===== src/rtl/countdown_display_pkg.sv =====
// rtl/countdown_display_pkg.sv - shared constants for the countdown display slice
//
// Purpose: FSM state encoding, blank codes and the active-low 7-segment
// table used by countdown_display and bcd_to_seg7.
// Ports: none (package).

package countdown_display_pkg;

  // FSM state encoding
  localparam logic [1:0] ST_IDLE  = 2'd0;
  localparam logic [1:0] ST_ARMED = 2'd1;
  localparam logic [1:0] ST_FLASH = 2'd2;
  localparam logic [1:0] ST_HOLD  = 2'd3;

  // All segments off (active-low) and the BCD code that renders blank
  localparam logic [6:0] SEG_BLANK = 7'h7F;
  localparam logic [3:0] BCD_BLANK = 4'd10;

  // Active-low segments, bit0=a .. bit6=g; entry N is digit N
  localparam logic [9:0][6:0] SEG_TABLE = {
    7'h10, 7'h00, 7'h78, 7'h02, 7'h12,
    7'h19, 7'h30, 7'h24, 7'h79, 7'h40
  };

endpackage


===== src/rtl/countdown_display_seg7.sv =====
// rtl/countdown_display_seg7.sv - BCD digit to active-low 7-segment decoder
//
// Purpose: combinational decode of one BCD digit; codes 10-15 render blank.
// Ports:
//   bcd  in  4  BCD digit (0-9 valid, 10-15 blank)
//   seg  out 7  active-low segments, bit0=a .. bit6=g

module bcd_to_seg7
  import countdown_display_pkg::*;
(
  input  logic [3:0] bcd,
  output logic [6:0] seg
);

  always_comb begin
    seg = SEG_BLANK;
    if (bcd <= 4'd9) begin
      seg = SEG_TABLE[bcd];
    end
  end

endmodule


===== src/rtl/countdown_display.sv =====
// rtl/countdown_display.sv - two-digit countdown display with expiry flash
//
// Purpose: registers the countdown digits, decodes them to two active-low
// 7-segment displays with optional leading-zero suppression, and detects a
// nonzero-to-00 transition. On expiry the display flashes "00" for
// BLINK_TOGGLES half-periods, then holds "00" with expired set until ack.
// Ports:
//   clock        in  1  system clock
//   reset        in  1  synchronous, active-high reset
//   digit1       in  4  ones digit (0-9 valid, 10-15 blank)
//   digit2       in  4  tens digit, same coding
//   blank_lz     in  1  suppress a leading zero on the tens display
//   ack          in  1  clears the expiry alarm
//   hex0         out 7  ones display, active-low, bit0=a .. bit6=g
//   hex1         out 7  tens display, same format
//   expired      out 1  high in FLASH and HOLD
//   alarm_pulse  out 1  one-cycle pulse on entry to FLASH

module countdown_display
  import countdown_display_pkg::*;
#(
  parameter int BLINK_HALF    = 25000000,
  parameter int BLINK_TOGGLES = 6,
  parameter int CNT_W         = 25
) (
  input  logic       clock,
  input  logic       reset,
  input  logic [3:0] digit1,
  input  logic [3:0] digit2,
  input  logic       blank_lz,
  input  logic       ack,
  output logic [6:0] hex0,
  output logic [6:0] hex1,
  output logic       expired,
  output logic       alarm_pulse
);

  localparam logic [CNT_W-1:0] BLINK_LAST = CNT_W'(BLINK_HALF - 1);
  localparam logic [15:0]      TOG_LIMIT  = 16'(BLINK_TOGGLES);

  logic [3:0]       d1_q, d2_q;
  logic [1:0]       state_q, state_d;
  logic [CNT_W-1:0] blink_cnt_q, blink_cnt_d;
  logic [15:0]      tog_cnt_q, tog_cnt_d;
  logic             phase_q, phase_d;   // 1 = ON (digits visible)

  logic valid, zero, nonzero, invalid;
  logic blink_wrap;
  logic [6:0] seg0, seg1;
  logic [6:0] hex0_d, hex1_d;

  bcd_to_seg7 u_seg_ones (.bcd(d1_q), .seg(seg0));
  bcd_to_seg7 u_seg_tens (.bcd(d2_q), .seg(seg1));

  always_comb begin
    valid   = (d1_q <= 4'd9) && (d2_q <= 4'd9);
    zero    = valid && (d1_q == 4'd0) && (d2_q == 4'd0);
    nonzero = valid && !zero;
    invalid = !valid;
  end

  assign blink_wrap = (blink_cnt_q == BLINK_LAST);

  always_comb begin
    state_d     = state_q;
    blink_cnt_d = blink_cnt_q;
    tog_cnt_d   = tog_cnt_q;
    phase_d     = phase_q;

    case (state_q)
      ST_IDLE: begin
        // A bare 00 here never alarms: expiry needs a prior nonzero count
        if (nonzero) state_d = ST_ARMED;
      end
      ST_ARMED: begin
        if (invalid) begin
          state_d = ST_IDLE;
        end else if (zero) begin
          // ack arriving with the first zero cancels the alarm outright
          state_d = ack ? ST_IDLE : ST_FLASH;
        end
      end
      ST_FLASH: begin
        if (ack || invalid) begin
          state_d = ST_IDLE;
        end else if (nonzero) begin
          state_d = ST_ARMED;
        end else if (tog_cnt_q == TOG_LIMIT) begin
          // Only reachable on the first FLASH cycle when BLINK_TOGGLES is 0
          state_d = ST_HOLD;
        end else begin
          if (blink_wrap) begin
            blink_cnt_d = '0;
            phase_d     = ~phase_q;
            tog_cnt_d   = tog_cnt_q + 16'd1;
            if (tog_cnt_q + 16'd1 == TOG_LIMIT) state_d = ST_HOLD;
          end else begin
            blink_cnt_d = blink_cnt_q + CNT_W'(1);
          end
        end
      end
      ST_HOLD: begin
        if (ack || invalid) begin
          state_d = ST_IDLE;
        end else if (nonzero) begin
          state_d = ST_ARMED;
        end
      end
      default: state_d = ST_IDLE;
    endcase

    // Counters only live inside a FLASH episode; entry or exit starts fresh
    if (state_d != ST_FLASH || state_q != ST_FLASH) begin
      blink_cnt_d = '0;
      tog_cnt_d   = '0;
      phase_d     = 1'b1;
    end
  end

  // Display follows the next state so the hex change lands with the state
  always_comb begin
    hex0_d = seg0;
    hex1_d = seg1;
    if (blank_lz && (d2_q == 4'd0) && (d1_q <= 4'd9)) begin
      hex1_d = SEG_BLANK;
    end
    if (state_d == ST_FLASH && !phase_d) begin
      hex0_d = SEG_BLANK;
      hex1_d = SEG_BLANK;
    end
  end

  always_ff @(posedge clock) begin
    if (reset) begin
      d1_q        <= BCD_BLANK;
      d2_q        <= BCD_BLANK;
      state_q     <= ST_IDLE;
      blink_cnt_q <= '0;
      tog_cnt_q   <= '0;
      phase_q     <= 1'b0;
      hex0        <= SEG_BLANK;
      hex1        <= SEG_BLANK;
      expired     <= 1'b0;
      alarm_pulse <= 1'b0;
    end else begin
      d1_q        <= digit1;
      d2_q        <= digit2;
      state_q     <= state_d;
      blink_cnt_q <= blink_cnt_d;
      tog_cnt_q   <= tog_cnt_d;
      phase_q     <= phase_d;
      hex0        <= hex0_d;
      hex1        <= hex1_d;
      expired     <= (state_d == ST_FLASH) || (state_d == ST_HOLD);
      alarm_pulse <= (state_d == ST_FLASH) && (state_q != ST_FLASH);
    end
  end

endmodule

===== config.mk =====
export PLATFORM = sky130hd
export DESIGN_NAME = countdown_display
export DESIGN_NICKNAME = d
export VERILOG_FILES = /design/src/rtl/countdown_display_pkg.sv /design/src/rtl/countdown_display_seg7.sv /design/src/rtl/countdown_display.sv
export SDC_FILE = /design/constraint.sdc
export NUM_CORES = 1
export LEC_CHECK = 0
export BUFFER_PORTS_ARGS = -buffer_cell sky130_fd_sc_hd__buf_2
export CAP_MARGIN = 20
export CORE_MARGIN = 1
export CORE_UTILIZATION = 60
export DETAILED_ROUTE_END_ITERATION = 6
export GPL_ROUTABILITY_DRIVEN = 1
export PLACE_DENSITY = 0.78
export SYNTH_ARGS = -nofsm -noshare
export SYNTH_HDL_FRONTEND = slang
export SYNTH_SLANG_ARGS = --single-unit

===== constraint.sdc =====
create_clock -name clock -period 4.3 [get_ports clock]
set_input_delay 0.43 -clock clock [delete_from_list [all_inputs] [get_ports clock]]
set_output_delay 0.43 -clock clock [all_outputs]
set_load 0.01 [all_outputs]

==> results of run 1 <==
-- flip-flops by register name, summed over array words and instances, names as in the netlist --
name         flops
alarm_pulse      1
blink_cnt_q     25
d1_q             4
d2_q             4
expired          1
hex0             7
hex1             7
phase_q          1
state_q          1
tog_cnt_q       16
-- per-layer routing --
metal | wire (um) | global-route usage (%) | up-vias | share of wire, %
li1 | - | - | 1499 | -
met1 | 3460 | 32.9 | 1431 | 47
met2 | 3550 | 43.3 | 63 | 48
met3 | 321 | 4.88 | 11 | 4.3
met4 | 106 | 8.70 | 0 | 1.4
met5 | 0 | 0 | - | 0
-- critical path: cells and delay by family (launching register included) --
| family | cells | cell delay, ps |
|---|---|---|
| AOI/OAI and AO/OA | 2 | 550 |
| xor gates and xnor gates | 1 | 140 |
| adders and majority gates | 1 | 290 |
| DFF | 1 | 510 |
| and+or+nand+nor | 3 | 1250 |
-- area by class of cell --
type                    instances  area share [%]
multi-input cells             307            51.3
clock buffers                  12            4.35
well taps                      72            2.37
flip-flops and latches         67            35.3
repair buffers                 29            3.95
clock inverters                 4            1.25
inverters                      15            1.48
-- worst min-delay path by stage --
stage	cells after the start	end	start	slack, ps
6_report	2	d2_q[1]$_SDFF_PP1_	digit2[1]	260
3_5_place_dp	2	alarm_pulse$_SDFF_PP0_	state_q[0]$_SDFF_PP0_	470
4_1_cts	2	d2_q[1]$_SDFF_PP1_	digit2[1]	260
3_3_place_gp	2	alarm_pulse$_SDFF_PP0_	state_q[0]$_SDFF_PP0_	460
2_1_floorplan	2	alarm_pulse$_SDFF_PP0_	state_q[0]$_SDFF_PP0_	420
5_1_grt	2	d2_q[3]$_SDFF_PP1_	digit2[3]	270
-- cells by family after synthesis --
family                     Yosys count
buffers and inverters               44
DFF                                 67
xor gates and xnor gates            39
and+or+nand+nor                    197
adders and majority gates           13
AOI/OAI and AO/OA                   58
-- layout by cell type (no fill, tap or decap), types with 4 or more instances in the layout --
cell / synthesis / routed
dfxtp_1: 67 / 67
nor2_1: 52 / 52
nor3_1: 30 / 30
xnor2_1: 28 / 28
buf_2: 1 / 27
nand2_1: 19 / 19
nand3_1: 18 / 18
o21ai_0: 18 / 18
inv_1: 15 / 15
nand4_1: 15 / 15
nor4_1: 14 / 14
ha_1: 13 / 13
a21oi_1: 12 / 12
clkbuf_8: 2 / 12
xor2_1: 11 / 11
or3_1: 7 / 7
a211oi_1: 6 / 6
and3_1: 5 / 5
nor2b_1: 5 / 5
nand2b_1: 4 / 4
a2111oi_0: 4 / 4
or2_2: 4 / 4
-- power groups by stage --
stage	combinational (mW)	clock [mW]	sequential [mW]
6_report	0.0576	0.560	0.643
4_1_cts	0.0577	0.560	0.643
3_3_place_gp	0.0562	0	0.657
5_1_grt	0.0652	0.592	0.644
3_5_place_dp	0.0573	0	0.657
2_1_floorplan	0.0356	0	0.659
-- through the flow --
| stage | area [sq um] | setup slack (ps) | hold WS [ps] | cells |
|---|---|---|---|---|
| 2_1_floorplan | 3500 | 1820 | 423 | 418 |
| 3_3_place_gp | 3580 | 1490 | 457 | 490 |
| 3_5_place_dp | 3580 | 1430 | 469 | 490 |
| 4_1_cts | 3800 | 1410 | 263 | 506 |
| 5_1_grt | 3800 | 1110 | 266 | 506 |
| 6_report | 3800 | 1400 | 265 | 506 |
==> out/metrics.cfg, run 1 <==
[clock_tree]
hold_buffers=0
cts_resized=0
insertion_delay_ps=350
clk_pin_slew_ps=80
htreeDepth=3
clk_path_buf_depth=2
cts-root-buf=clkbuf_8
cts_tree=yes
numCtsBuffers=9
clkSinkCount=67
post_cts_buffers=0

[run_status]
status=completed

[pwr]
clockPowerShare_pct=44.4
leakagePower_nw=1.23
pwr_density_cell_mw_per_mm2=332
pwr-share-seq_pct=51.0
power.total_mw=1.26
p_sw_mw=0.287
p_int_mw=0.974
comb_power_share_pct=4.6
netSwitchingFraction_pct=22.7
ir_drop_mv=0.220

[worst_setup_path]
crit_slowest_cell=and4b_1
critPathLaunchType=flop
cp_cell_sequence=ha_1 -> nand3_2 -> nor4_1 -> xor2_1 -> a2111oi_0 -> and4b_1 -> o21ai_0
ff2ff_path_depth=7
rrSetupSlack_ps=1400
cpPeakStageDelay_ps=700
critical_path.max_fanout=21
reg2reg_from=tog_cnt_q[1]$_SDFFE_PP0P_
cp.arrival_ps=3080
required_ps=4490
r2r-end=hex1[4]$_SDFF_PP1_
cp-endpoint=hex1[4]$_SDFF_PP1_
end_kind=flop
crit_type=flop to flop
critPathLaunch=tog_cnt_q[1]$_SDFFE_PP0P_

[yosys]
synthMostInstantiatedCell=dfxtp_1
synth_top_family_by_area=simple AND/OR/NAND/NOR gates
synthTopCellsByArea=dfxtp_1, xnor2_1, nor2_1
synth_top_area_cell=dfxtp_1
synth_top_cells_by_count=dfxtp_1, nor2_1, nor3_1
ys_warn_count=0
synthFlopType=dfxtp_1
yosysUniqueCellTypes=57
syn_avg_cell_area_sq_um=8.37
netlist_instances=418
synthArstFlopShare_pct=0
synth_enable_flop_cells=0
synth_xor_xnor_area_share_pct=9.76
synthAdderAreaFrac_pct=4.65
synth_fp_nets=443
synth_mux_area_share_pct=0
ys_ff_latch=67
synth_area_sq_mm=0.00350
yosysSeqAreaShare_pct=38.3
synth_compound_area_share_pct=11.1
yosys.area_share.simple_pct=30.1
synth_top_area_share_pct=38.3

[place]
port_buffers=27
hpwlAfterDp_um=4960
finalWeightedCongestion=0.862

[grt]
grt.total_usage_pct=25.7
grt_max_degree=28
grt_overflow=0
antenna_found_initial=0
grt_pass1_vias=2781
grt_pass1_wl_um=12600

[timing]
finalHoldViolations=0
finalSetupViolations=0
maxSlewHeadroom_pct=45.1
fmax_mhz=345
worstMarginPinSlew_ps=824
clock_skew_ps=10.2
min_period_ps=2900
setup_tns_ps=0
final_max_slew_viol_count=0
rsz0062_at_grt=false
fin_crit_sh_pct=67.3

[cells_and_area]
post-route-util_pct=68.1
regArea_sq_mm=0.00134
diodes=0
synthToLayoutAreaGrowth_pct=8.51
drive_gt1_share_pct=14.7
nNetsFinal=454
multi_input_area_sq_mm=0.00195
nFillCells=487

[floorplanning]
die_height_um=78.4
die-area_sq_mm=0.00614
die-width_um=78.4
rows=27
initial_utilization_pct=62.8
io_pins=28
coreArea_sq_mm=0.00557

[job]
maxCapViolations=0

[detailed_routing]
drtIter0Drc=237
drcViolationCount=0
ant_nets=0
first_pass_iters=4
wire_per_inst_um=14.7
wirelength_um=7440
vias=3004
avgViaCountPerCell=5.94

[worst_hold_path]
hp-class=primary input to flop

(Power assumes the default switching activity.)
==> run 2, diff against run 1 <==
CORE_UTILIZATION = 54   (was 60)
PLACE_DENSITY = 0.74   (was 0.78)
clock period = 2.54 ns   (was 4.3 ns; I/O delays follow)
==> out/metrics.cfg, run 2 (same netlist as run 1, synthesis figures left out) <==
[detailed_routing]
wirelength_um=7590  ; +1.9%
vias=3048  ; +1.5%
ant_nets=0  ; unchanged
wire_per_inst_um=14.1  ; -4.3%
first_pass_iters=4  ; unchanged
drtIter0Drc=272  ; +15%
avgViaCountPerCell=5.65  ; -4.7%
drcViolationCount=0  ; unchanged

[timing]
finalHoldViolations=0  ; unchanged
setup_tns_ps=0  ; unchanged
maxSlewHeadroom_pct=70.8  ; +26 points
fin_ws_ps=68.8  ; -1340 ps
worstMarginPinSlew_ps=434  ; -389 ps
finalSetupViolations=0  ; unchanged
clock_skew_ps=6.48  ; -3.71 ps
fin_crit_sh_pct=97.3  ; +30 points
min_period_ps=2470  ; -424 ps
fmax_mhz=405  ; +17%
hold_ws_ps=92.6  ; -172 ps
final_max_slew_viol_count=0  ; unchanged

[clock_tree]
cts-root-buf=clkbuf_8
clkSinkCount=67  ; unchanged
hold_buffers=0  ; unchanged
htreeDepth=3  ; unchanged
clk_pin_slew_ps=70  ; about the same
clk_path_buf_depth=2  ; unchanged
numCtsBuffers=9  ; unchanged
cts_tree=yes
insertion_delay_ps=340  ; about the same

[worst_setup_path]
crit_type=flop to flop
rrSetupSlack_ps=70  ; -1340 ps
critPathLaunchType=flop
cp-endpoint=state_q[0]$_SDFF_PP0_
critical_path.max_fanout=7  ; -67%
cp.arrival_ps=2730  ; -350 ps
ff2ff_path_depth=6  ; -1
r2r-end=state_q[0]$_SDFF_PP0_
reg2reg_from=tog_cnt_q[1]$_SDFFE_PP0P_
critPathLaunch=tog_cnt_q[1]$_SDFFE_PP0P_
end_kind=flop
required_ps=2800  ; -1690 ps

[cells_and_area]
layout_commonest_cell=dfxtp_1
drive_gt1_share_pct=22.8  ; +8.1 points
largest_register=blink_cnt_q
layout_common_cells=dfxtp_1, nor2_1, buf_4
largest_reg_flops=25  ; unchanged
diodes=0  ; unchanged
finalInstanceArea_sq_mm=0.00413  ; +8.9%
nFillCells=532  ; +9.2%
multi_input_area_sq_mm=0.00201  ; +3.1%
largest_registers=blink_cnt_q (25), tog_cnt_q (16)
regArea_sq_mm=0.00135  ; +0.28%
stdcell_count=539  ; +6.5%
synthToLayoutAreaGrowth_pct=18.1
nNetsFinal=485  ; +6.8%
post-route-util_pct=67.8  ; -0.31 points

[grt]
grt_max_degree=28  ; unchanged
grt_pass1_vias=2785  ; +0.14%
grt_overflow=0  ; unchanged
grt_pass1_wl_um=12600  ; +0.38%
antenna_found_initial=0  ; unchanged
grt.total_usage_pct=24.4  ; -1.3 points

[job]
maxCapViolations=0  ; unchanged

[place]
finalWeightedCongestion=0.886  ; +2.8%
port_buffers=27  ; unchanged
pre_cts_slack_ps=25.2  ; -1410 ps
place_inst=523  ; +6.7%
hpwlAfterDp_um=5450  ; +9.9%
placed_area_sq_mm=0.00383  ; +6.7%

[run_status]
status=completed

[pwr]
leakagePower_nw=1.42  ; +15%
power.total_mw=2.24  ; +78%
ir_drop_mv=0.503  ; +130%
pwr_density_cell_mw_per_mm2=541  ; +63%

[floorplanning]
die_height_um=82.5  ; +5.3%
die-width_um=82.5  ; +5.3%
coreArea_sq_mm=0.00610  ; +9.4%
rows=28  ; +3.7%
initial_utilization_pct=57.4  ; -5.4 points
die-area_sq_mm=0.00681  ; +11%
io_pins=28  ; unchanged

[worst_hold_path]
hp-class=primary input to flop

==> run 2: changes by cell type in the layout (fill, tap and decap cells not counted), sizes merged <==
cell	delta
bufinv	+2
buf	+31
clkinvlp	-1
clkbuf	-3
inv	+1
==> run 2: worst max-delay path: stages (launching register included) <==
cell and delay [ps]:
dfxtp_2 360, a211o_1 290, a211o_1 340, a2111o_1 410
or4b_1 490, o311a_1 350, a211oi_2 150
==> run 2: layout make-up <==
type / instances / share of cell area [%]
well taps: 75 / 2.27
multi-input cells: 307 / 48.5
repair buffers: 60 / 9.56
flip-flops and latches: 67 / 32.5
inverters: 15 / 1.36
clock inverters: 6 / 2.72
clock buffers: 9 / 3.00
==> run 2: timing repair <==
item,4_1_cts,5_1_grt
setup endpoints to repair,0,30
setup buffers,0,1
gates resized for setup,0,13
endpoints found under the hold margin,0,0
==> run 2: worst min path at each step <==
stage | startpoint | to | slack (ps) | cells after the start
floorplan | digit1[1] | d1_q[1]$_SDFF_PP1_ | 360 | 1
global placement | digit2[3] | d2_q[3]$_SDFF_PP1_ | 440 | 2
detailed placement | digit2[1] | d2_q[1]$_SDFF_PP1_ | 440 | 2
CTS | digit2[1] | d2_q[1]$_SDFF_PP1_ | 80 | 2
global route | digit2[3] | d2_q[3]$_SDFF_PP1_ | 80 | 2
finish | digit1[3] | d1_q[3]$_SDFF_PP1_ | 90 | 2
==> run 2: power breakdown <==
| group | switching (mW) | total (mW) | leakage [nW] | internal (mW) |
|---|---|---|---|---|
| clock | 0.395 | 1.04 | 0.120 | 0.650 |
| combinational | 0.0579 | 0.109 | 0.753 | 0.0509 |
| sequential | 0.0115 | 1.08 | 0.547 | 1.07 |
| total | 0.464 | 2.24 | 1.42 | 1.77 |
==> run 2: routing by layer <==
metal  wire, um  GRT usage, %  vias up
met3        290          3.96       10
li1           -             -     1553
met4        113          8.62        0
met5          0             0        -
met2       3610          41.3       65
met1       3580          31.3     1420
==> run 3, diff against run 2 <==
CELL_PAD_IN_SITES_DETAIL_PLACEMENT = 1   (was not set)
CELL_PAD_IN_SITES_GLOBAL_PLACEMENT = 1   (was not set)
CORE_UTILIZATION = 41   (was 54)
==> out/metrics.cfg, run 3 (same netlist as run 1, synthesis figures left out) <==
[floorplanning]
initial_utilization_pct=42.4  ; -15 points
io_pins=28  ; unchanged
die-width_um=94.4  ; +14%
rows=33  ; +18%
coreArea_sq_mm=0.00826  ; +35%
die_height_um=94.4  ; +14%
die-area_sq_mm=0.00891  ; +31%

[detailed_routing]
avgViaCountPerCell=5.46  ; -3.5%
first_pass_iters=4  ; unchanged
wirelength_um=9300  ; +23%
wire_per_inst_um=16.2  ; +15%
ant_nets=0  ; unchanged
drtIter0Drc=83  ; -69%
drcViolationCount=0  ; unchanged
vias=3128  ; +2.6%

[timing]
rsz0062_at_grt=true
clock_skew_ps=7.00  ; +0.526 ps
hold_ws_ps=75.7  ; -16.9 ps
min_period_ps=2450  ; -23.8 ps
fin_crit_sh_pct=96.4  ; -0.94 points
maxSlewHeadroom_pct=65.2  ; -5.7 points
worstMarginPinSlew_ps=519  ; +84.7 ps
fmax_mhz=409  ; +0.97%
final_max_slew_viol_count=0  ; unchanged
finalHoldViolations=0  ; unchanged
finalSetupViolations=0  ; unchanged

[run_status]
status=completed

[pwr]
p_sw_mw=0.508  ; +9.5%
clockPowerShare_pct=43.2  ; -3.5 points
p_int_mw=1.60  ; -9.7%
power.total_mw=2.11  ; -5.7%
ir_drop_mv=0.295  ; -41%
leakagePower_nw=1.43  ; +0.92%
pwr_density_cell_mw_per_mm2=504  ; -6.9%
comb_power_share_pct=5.7  ; +0.8 points
pwr-share-seq_pct=51.2  ; +2.7 points
netSwitchingFraction_pct=24.1  ; +3.3 points

[clock_tree]
insertion_delay_ps=360  ; +20 ps
cts-root-buf=clkbuf_8
clkSinkCount=67  ; unchanged
clk_path_buf_depth=2  ; unchanged
numCtsBuffers=9  ; unchanged
htreeDepth=3  ; unchanged
cts_tree=yes
hold_buffers=0  ; unchanged
clk_pin_slew_ps=80  ; about the same

[worst_setup_path]
critical_path.max_fanout=5  ; -2
required_ps=2810  ; about the same
crit_type=flop to flop
cp.arrival_ps=2720  ; about the same
critPathLaunchType=flop
end_kind=flop

[cells_and_area]
layout_commonest_cell=dfxtp_1
diodes=0  ; unchanged
layout_common_cells=dfxtp_1, nor2_1, buf_4
regArea_sq_mm=0.00135  ; +0.37%
nNetsFinal=488  ; +0.62%
drive_gt1_share_pct=25.0  ; +2.2 points
largest_registers=blink_cnt_q (25), tog_cnt_q (16)
largest_reg_flops=25  ; unchanged
largest_register=blink_cnt_q
synthToLayoutAreaGrowth_pct=19.7
nFillCells=1008  ; +89%
multi_input_area_sq_mm=0.00205  ; +2.2%

[worst_hold_path]
hp-class=primary input to flop

[grt]
grt.total_usage_pct=22.1  ; -2.3 points
antenna_found_initial=0  ; unchanged
grt_overflow=0  ; unchanged
grt_max_degree=28  ; unchanged
grt_pass1_wl_um=15000  ; +19%
grt_pass1_vias=3078  ; +11%

[place]
hpwlAfterDp_um=6460  ; +18%
port_buffers=27  ; unchanged
finalWeightedCongestion=0.854  ; -3.7%

[job]
maxCapViolations=0  ; unchanged

[run 3: changes by cell type in the layout (fill, tap and decap cells not counted), sizes merged]
cell | before | now
buf | 60 | 63
bufinv | 3 | 1
clkbuf | 9 | 11
clkinv | 2 | 3
clkinvlp | 0 | 1
inv | 16 | 15
[run 3: final timing paths]
check                           slack (ps)                     end  cells after the start                 startpoint
worst max-delay path                    90   state_q[0]$_SDFF_PP0_                      6  tog_cnt_q[1]$_SDFFE_PP0P_
worst min-delay path                    80      d1_q[1]$_SDFF_PP1_                      2                  digit1[1]
worst max register to register          90   state_q[0]$_SDFF_PP0_                      6  tog_cnt_q[1]$_SDFFE_PP0P_
worst min register to register         480  alarm_pulse$_SDFF_PP0_                      2      state_q[0]$_SDFF_PP0_
[run 3: cell type report]
cell class                      count  share of cell area [%]
Clock buffer                       11                    3.38
Timing Repair Buffer               63                    9.68
Tap cell                          105                    3.14
Inverter                           15                    1.34
Clock inverter                      5                    1.25
Sequential cell                    67                    32.2
Multi-Input combinational cell    307                    49.0
[run 3: critical path: stages, from the launching register on]
cell and delay (ps):
dfxtp_4 360, a211o_1 290, a211o_1 290, a2111o_1 380
or4b_1 500, o311a_1 340, a211oi_2 190
[run 3: metrics by stage]
stage | instance area, sq um | utilization [%] | instances | TNS [ps] | setup WS [ps]
after global routing | 4190 | 50.7 | 573 | -118 | -47.3
after global placement | 3870 | 46.9 | 556 | 0 | 86.5
after detailed placement | 3870 | 46.9 | 556 | 0 | 22.2
after floorplan | 3500 | - | 418 | 0 | 61.8
final | 4190 | 50.7 | 573 | 0 | 92.6
after CTS | 4080 | 49.4 | 572 | 0 | 9.00
[run 3: power by group through the flow]
stage               Sequential (mW)  Clock, mW  Combinational, mW
global route                   1.08      0.967              0.135
CTS                            1.08      0.931              0.121
floorplan                      1.12          0             0.0603
global placement               1.11          0              0.116
detailed placement             1.11          0              0.120
finish                         1.08      0.911              0.120
[run 3: what timing repair did]
item,CTS,global route
setup buffers,0,1
gates resized for setup,6,18
pin swaps,4,3
endpoints found under the setup margin,2,36
[run 3: metal layers]
layer | track usage (%) | vias to the layer above | share of wire (%)
li1 | - | 1560 | -
met1 | 27.5 | 1526 | 46
met2 | 37.4 | 26 | 50
met3 | 3.46 | 16 | 1.8
met4 | 9.87 | 0 | 1.8
met5 | 0 | - | 0
